--- config.mk ---
export PLATFORM = sky130hd
export DESIGN_NAME = and_reduce_pipe_flat
export DESIGN_NICKNAME = d
export VERILOG_FILES = /design/src/rtl/and_reduce_pipe_if.sv /design/src/rtl/and_reduce_pipe.sv /design/src/flat_wrapper.sv
export SDC_FILE = /design/constraint.sdc
export NUM_CORES = 1
export LEC_CHECK = 0
export BUFFER_PORTS_ARGS = -buffer_cell sky130_fd_sc_hd__buf_4
export CORE_MARGIN = 2
export CORE_UTILIZATION = 46
export CTS_BUF_LIST = sky130_fd_sc_hd__clkbuf_2
export DETAILED_ROUTE_END_ITERATION = 8
export GPL_ROUTABILITY_DRIVEN = 0
export PLACE_DENSITY_LB_ADDON = 0.2
export SYNTH_ARGS = -nofsm -noshare
export SYNTH_HDL_FRONTEND = slang
export SYNTH_SLANG_ARGS = --single-unit
--- constraint.sdc ---
create_clock -name clk -period 1.5 [get_ports clk]
set_input_delay 0.3 -clock clk [delete_from_list [all_inputs] [get_ports clk]]
set_output_delay 0.3 -clock clk [all_outputs]
set_load 0.1 [all_outputs]
--- src/rtl/and_reduce_pipe_if.sv ---
`default_nettype none
// ============================================================
// Interface : and_reduce_pipe_if
// Operand/result handshake bundle for and_reduce_pipe.
// Optional macro: AND_REDUCE_PIPE_MASK_EN adds in_mask.
// Rev       : 1.0
// ============================================================
interface and_reduce_pipe_if #(
    parameter int WIDTH = 32,
    parameter int TAG_W = 6
);
    logic             in_valid;
    logic             in_ready;
    logic [WIDTH-1:0] in_data;
    logic             in_mode;
    logic [TAG_W-1:0] in_tag;
`ifdef AND_REDUCE_PIPE_MASK_EN
    logic [WIDTH-1:0] in_mask;
`endif
    logic             out_valid;
    logic             out_ready;
    logic             out_y;
    logic [TAG_W-1:0] out_tag;

    modport master (
`ifdef AND_REDUCE_PIPE_MASK_EN
        output in_mask,
`endif
        output in_valid, in_data, in_mode, in_tag, out_ready,
        input  in_ready, out_valid, out_y, out_tag
    );

    modport slave (
`ifdef AND_REDUCE_PIPE_MASK_EN
        input  in_mask,
`endif
        input  in_valid, in_data, in_mode, in_tag, out_ready,
        output in_ready, out_valid, out_y, out_tag
    );
endinterface
`default_nettype wire

--- src/rtl/and_reduce_pipe.sv ---
`default_nettype none
// ============================================================
// Module : and_reduce_pipe
// Pipelined FANIN-ary AND/OR reduction with tag and valid/ready.
// Optional macro: AND_REDUCE_PIPE_MASK_EN adds per-bit in_mask.
// Rev    : 1.0
// ============================================================
module and_reduce_pipe #(
    parameter int WIDTH = 32,
    parameter int FANIN = 4,
    parameter int TAG_W = 6
) (
    input  wire logic         clk,
    input  wire logic         rst_aL,
    input  wire logic         flush,
    and_reduce_pipe_if.slave  bus
);

    function automatic int calc_levels(input int w, input int f);
        int n = 0;
        int c = w;
        while (c > 1) begin
            c = (c + f - 1) / f;
            n++;
        end
        if (n < 1) n = 1;
        return n;
    endfunction

    // Vector width after k tree levels.
    function automatic int lvl_w(input int k);
        int c = WIDTH;
        for (int i = 0; i < k; i++) c = (c + FANIN - 1) / FANIN;
        return c;
    endfunction

    // Bit offset of stage k's partial result inside the flat w_lvl vector.
    function automatic int lvl_off(input int k);
        int s = 0;
        for (int i = 0; i < k; i++) s += lvl_w(i + 1);
        return s;
    endfunction

    localparam int LEVELS = calc_levels(WIDTH, FANIN);
    localparam int TOTAL  = lvl_off(LEVELS);

    logic [LEVELS-1:0] valid_q;
    logic [LEVELS-1:0] mode_q;
    logic [TAG_W-1:0]  tag_q [LEVELS];
    logic [LEVELS:0]   w_ready;
    logic [TOTAL-1:0]  w_lvl;
    logic [WIDTH-1:0]  w_src;
    logic              w_fire;
    logic              w_unused;

`ifdef AND_REDUCE_PIPE_MASK_EN
    // Masked-off bits become the identity of the current mode.
    assign w_src = bus.in_mode ? (bus.in_data & bus.in_mask)
                               : (bus.in_data | ~bus.in_mask);
`else
    assign w_src = bus.in_data;
`endif

    always_comb begin
        w_ready         = '0;
        w_ready[LEVELS] = bus.out_ready;
        for (int k = LEVELS - 1; k >= 0; k--) begin
            w_ready[k] = ~valid_q[k] | w_ready[k+1];
        end
    end

    assign bus.in_ready = w_ready[0] & ~flush & rst_aL;
    assign w_fire       = bus.in_valid & bus.in_ready;

    always_ff @(posedge clk) begin
        if (!rst_aL || flush) begin
            valid_q <= '0;
        end else begin
            if (w_ready[0]) valid_q[0] <= w_fire;
            for (int k = 1; k < LEVELS; k++) begin
                if (w_ready[k]) valid_q[k] <= valid_q[k-1];
            end
        end
    end

    always_ff @(posedge clk) begin
        if (w_ready[0]) begin
            mode_q[0] <= bus.in_mode;
            tag_q[0]  <= bus.in_tag;
        end
        for (int k = 1; k < LEVELS; k++) begin
            if (w_ready[k]) begin
                mode_q[k] <= mode_q[k-1];
                tag_q[k]  <= tag_q[k-1];
            end
        end
    end

    for (genvar k = 0; k < LEVELS; k++) begin : g_stage
        localparam int IN_W    = lvl_w(k);
        localparam int OUT_W   = lvl_w(k + 1);
        localparam int OFF_OUT = lvl_off(k);

        logic [IN_W-1:0]        w_in;
        logic                   w_mode;
        logic [OUT_W*FANIN-1:0] w_pad;
        logic                   w_acc;
        logic [OUT_W-1:0]       data_d;
        logic [OUT_W-1:0]       data_q;

        if (k == 0) begin : g_first
            assign w_in   = w_src;
            assign w_mode = bus.in_mode;
        end else begin : g_inner
            assign w_in   = w_lvl[lvl_off(k-1) +: IN_W];
            assign w_mode = mode_q[k-1];
        end

        always_comb begin
            w_pad            = {(OUT_W*FANIN){~w_mode}};
            w_pad[IN_W-1:0]  = w_in;
            data_d           = '0;
            w_acc            = 1'b0;
            for (int j = 0; j < OUT_W; j++) begin
                w_acc = ~w_mode;
                for (int f = 0; f < FANIN; f++) begin
                    w_acc = w_mode ? (w_acc | w_pad[j*FANIN+f])
                                   : (w_acc & w_pad[j*FANIN+f]);
                end
                data_d[j] = w_acc;
            end
        end

        always_ff @(posedge clk) begin
            if (w_ready[k]) data_q <= data_d;
        end

        assign w_lvl[OFF_OUT +: OUT_W] = data_q;
    end

    // The final stage's mode bit has no downstream consumer.
    assign w_unused = mode_q[LEVELS-1];

    assign bus.out_valid = valid_q[LEVELS-1];
    assign bus.out_y     = valid_q[LEVELS-1] & w_lvl[TOTAL-1];
    assign bus.out_tag   = valid_q[LEVELS-1] ? tag_q[LEVELS-1] : '0;

endmodule
`default_nettype wire

--- src/flat_wrapper.sv ---
// flat-port wrapper written by rule: the top's interface ports become plain ports
module and_reduce_pipe_flat 
#(
    parameter int WIDTH = 32,
    parameter int FANIN = 4,
    parameter int TAG_W = 6
)
  (clk, rst_aL, flush, bus_in_valid, bus_in_data, bus_in_mode, bus_in_tag, bus_out_ready, bus_in_ready, bus_out_valid, bus_out_y, bus_out_tag);
  and_reduce_pipe_if #(.WIDTH(WIDTH), .TAG_W(TAG_W)) bus_i ();
  input  wire logic clk;
  input  wire logic rst_aL;
  input  wire logic flush;
  input wire logic [$bits(bus_i.in_valid)-1:0] bus_in_valid;
  input wire logic [$bits(bus_i.in_data)-1:0] bus_in_data;
  input wire logic [$bits(bus_i.in_mode)-1:0] bus_in_mode;
  input wire logic [$bits(bus_i.in_tag)-1:0] bus_in_tag;
  input wire logic [$bits(bus_i.out_ready)-1:0] bus_out_ready;
  output wire logic [$bits(bus_i.in_ready)-1:0] bus_in_ready;
  output wire logic [$bits(bus_i.out_valid)-1:0] bus_out_valid;
  output wire logic [$bits(bus_i.out_y)-1:0] bus_out_y;
  output wire logic [$bits(bus_i.out_tag)-1:0] bus_out_tag;
  assign bus_i.in_valid = bus_in_valid;
  assign bus_i.in_data = bus_in_data;
  assign bus_i.in_mode = bus_in_mode;
  assign bus_i.in_tag = bus_in_tag;
  assign bus_i.out_ready = bus_out_ready;
  assign bus_in_ready = bus_i.in_ready;
  assign bus_out_valid = bus_i.out_valid;
  assign bus_out_y = bus_i.out_y;
  assign bus_out_tag = bus_i.out_tag;
  and_reduce_pipe #(.WIDTH(WIDTH), .FANIN(FANIN), .TAG_W(TAG_W)) u_core (.clk(clk), .rst_aL(rst_aL), .flush(flush), .bus(bus_i));
endmodule
# Yosys cells after proc, flatten, opt, wreduce, memory -nomap -nowiden
# Memories as Yosys holds them, arrays and structs flattened.
# Cells that the tools add are included.
# totals
register_bits	16
mem_bits_rw	18
in_bits	44
output_inout_bits	9
wordCells	164
mem_count	1
# memory_table
memory	words	width	rd	rd_ports_with_merged_regs	wr	line	source
u_core.tag_q	3	6	3	0	3	and_reduce_pipe.sv:49	logic [TAG_W-1:0] tag_q [LEVELS];
# classes
mux	51
n_bitwise	102
reduce_logical	2
# ops
op	count
1-bit two-way mux	50
1-bit bitwise AND	48
1-bit OR	47
1-bit inverter	7
6-bit two-way mux	1
1-bit zero test	1
1-bit logical OR	1

# Longest topological paths before layout
# depth
ltp_word	9
mapped_depth	3
depth_no_buf	2

# Worst setup path before layout
# No wires, ideal clock.
# synth_path
path_type	register -> output
startpoint	reg u_core.valid_q[2]
endpoint	out bus_in_ready
arrival_ps	2599
required_ps	1200
slack_ps	-1399
path_stages_with_launch	3
n_path_buf	0
cell_sequence	dfxtp_1 nand4b_2 nor2b_1
# synth_between
elab_chain_len	6
# synth_rtl
item	line	source
start: declaration	and_reduce_pipe.sv:47	logic [LEVELS-1:0] valid_q;
start signal: indexed assignment	and_reduce_pipe.sv:81	if (w_ready[k]) valid_q[k] <= valid_q[k-1];
1-bit inverter	and_reduce_pipe.sv:68	w_ready[k] = ~valid_q[k] | w_ready[k+1];
1-bit OR (3 in series)	and_reduce_pipe.sv:68	
1-bit bitwise AND (2 in series)	and_reduce_pipe.sv:72	assign bus.in_ready = w_ready[0] & ~flush & rst_aL;
end: declaration	flat_wrapper.sv:18	output wire logic [$bits(bus_i.in_ready)-1:0] bus_in_ready;
# No other way between the ends.

# Worst setup path in the final report
# Same ends and word-level chain as after synthesis.

==> impl_metrics.csv <==
group,metric,value,unit
global_routing,grt_start_max_net_pins,17,
synthesis,synth_common_cells,"edfxtp_1 (31), nand2_1 (10), nand4_1 (10), o41ai_1 (10), and2_1 (7)",
drt,drt-pass1-iter-count,4,
final_layout,drive_gt1_share,49.3,%
setup_path,cp_max_fo,11,
synthesis,yosys.area.top_type,"edfxtp_1",
cts,clkTransAtPathRegs,160,ps
final_layout,final_area,1930,µm²
die,dieArea,3280,µm²
cts,clock-sinks,34,
setup_path,cp.arrival,1200,ps
pwr,p_leak,0.825,nW
die,die_w,57.2,µm
drt,totalWireLength,2360,µm
synthesis,synth_ff_type,"edfxtp_1",
final_layout,syn_to_final_growth,48.1,%
global_routing,grtUsageTotal,16.1,%
synthesis,ys_seq_area_share,76.0,%
cts,cts-hold-fix-buffers,0,
cts,cts_htree_levels,2,
sta,tightest_slew,463,ps
die,initial_core_util,47.7,%
global_routing,overflow,0,
sta,hold_viol_final,0,
cts,clock_tree.buffer_depth,2,
pwr,design_power_total,1.83,mW
synthesis,synthCells,84,
synthesis,synth.distinct_cells,14,
sta,setup_viol,0,
sta,rsz0062_at_grt,"yes",
synthesis,avgSynthCellArea,15.5,µm²
final_layout,regArea,995,µm²
pwr,vdd_drop_max,656,µV
sta,period_needed,1500,ps
flow_run,drv_cap,0,
die,io_pins,53,
cts,cts_made_buffers,5,
run_status,outcome,"completed",
synthesis,syn_nets,128,
sta,finalClockSkew,21.0,ps
die,core-area,2730,µm²
drt,avgRoutedWirePerCell,13.5,µm
setup_path,worstSetupPathType,"reg2out",
setup_path,cp.required,1200,ps
global_routing,grt_pass1_wl,3860,µm
die,rows,19,
sta,timing.fmax,668,MHz
synthesis,synth.top_cell.area_share,71.4,%
global_routing,first_global_vias,981,
cts,cts_resized,16,
cts,insertion_delay,350,ps
setup_path,end_kind,"output port",
drt,vias,949,
final_layout,multi_input_area,323,µm²
sta,period_share,99.8,%
drt,viasPerCell,5.42,
place,dp_hpwl,1850,µm
final_layout,n_fill_cell,164,
final_layout,nets,187,
place,numPortBuffers,52,
final_layout,n_antenna_cell,0,
cts,post-cts-setup-buffer-count,0,
synthesis,async_reset_ff_share,0,%
synthesis,synth_most_common_cell,"edfxtp_1",
setup_path,cp-start-kind,"flip-flop",
synthesis,ys_ff_latch,34,
worst_hold_path,min_path_type,"in2reg",
die,die_height,57.2,µm
final_layout,fin_util,70.6,%
cts,cts_tree,"done",
drt,postRouteAntennaNets,0,
synthesis,syn-cell-area,1300,µm²
drt,dr.first_iter.drc_count,30,
sta,slew_headroom,69.1,%
drt,drc,0,
place,post_dp_cell_area,1770,µm²
pwr,p_per_area,950,nW/µm²
global_routing,antenna_found_initial,0,
synthesis,yosysWarnings,0,
synthesis,synth_area_leaders,"edfxtp_1 (71%), o41ai_1 (6.7%), nand4_1 (4.8%), dfxtp_1 (4.6%), and2_1 (3.4%)",
cts,root_buffer,"clkbuf_2",
synthesis,synth_edf_count,31,
sta,slew_viol_final,0,
[report_power, final]
part           leakage, nW  internal [mW]  switching (mW)
Sequential           0.353           1.09          0.0208
Clock               0.0432          0.298           0.264
Combinational        0.428         0.0994          0.0671
Total                0.825           1.48           0.352
[stage by stage]
stage	cells	TNS [ps]	hold slack (ps)	setup slack, ps
3_3_place_gp	167	0	403	187
3_5_place_dp	167	0	405	161
4_1_cts	175	-42.5	89.1	-42.5
5_1_grt	175	-392	68.4	-103
6_report	175	0	111	2.57
2_1_floorplan	84	-68.9	399	-68.9
[area by class of cell]
class	instances	area share, %
sequential	34	51.5
timing repair buffer	53	25.8
multi-input combinational	46	16.7
tap	31	2.01
clock buffer	7	1.81
clock inverter	1	1.56
inverter	3	0.583
[critical path, stage by stage, from the launching register on]
cell      delay, ps
dfxtp_4         440
nand4b_4        100
nor2b_4         150
buf_12          170
[registers in the layout, indices dropped and copies added, names as in the netlist]
register	count
u_core.mode_q	2
u_core.valid_q	3
u_core.g_stage.data_q	11
u_core.tag_q	18
[path summary, 6_finish.rpt]
path                      startpoint  slack (ps)                     endpoint  cells after the start
setup / recovery   u_core.valid_q[2]           3                 bus_in_ready                      3
hold / removal         bus_in_tag[5]         110           u_core.tag_q[0][5]                      1
setup reg to reg   u_core.valid_q[2]         360  u_core.g_stage[1].data_q[0]                      1
hold reg to reg   u_core.tag_q[0][6]         440          u_core.tag_q[0][12]                      0
[cell families after synthesis]
group | share of synthesized area [%]
simple gates | 14.2
flops | 76.0
compound gates | 7.87
fa+ha+maj | 0.768
buf+inv | 1.15
[cell usage in the layout (no fill, tap or decap), types with 2 or more instances in the layout]
master    netlist  final
a21oi_1         3      3
and2_2          0      7
buf_12          0      8
buf_4           0     45
clkbuf_2        0      7
dfxtp_1         3      2
edfxtp_1       31     31
inv_1           3      3
nand2_1        10     10
nand2b_1        2      2
nand4_1        10     10
o41ai_1        10     10
[routing by layer]
| layer | up-vias | routed length [µm] | track usage (%) |
|---|---|---|---|
| met5 | - | 0 | 0 |
| met4 | 0 | 68 | 11.6 |
| met3 | 8 | 149 | 3.63 |
| met2 | 46 | 1340 | 29.9 |
| met1 | 438 | 799 | 15.3 |
| li1 | 457 | - | - |
Note: power is estimated with default switching activity, not from simulation.
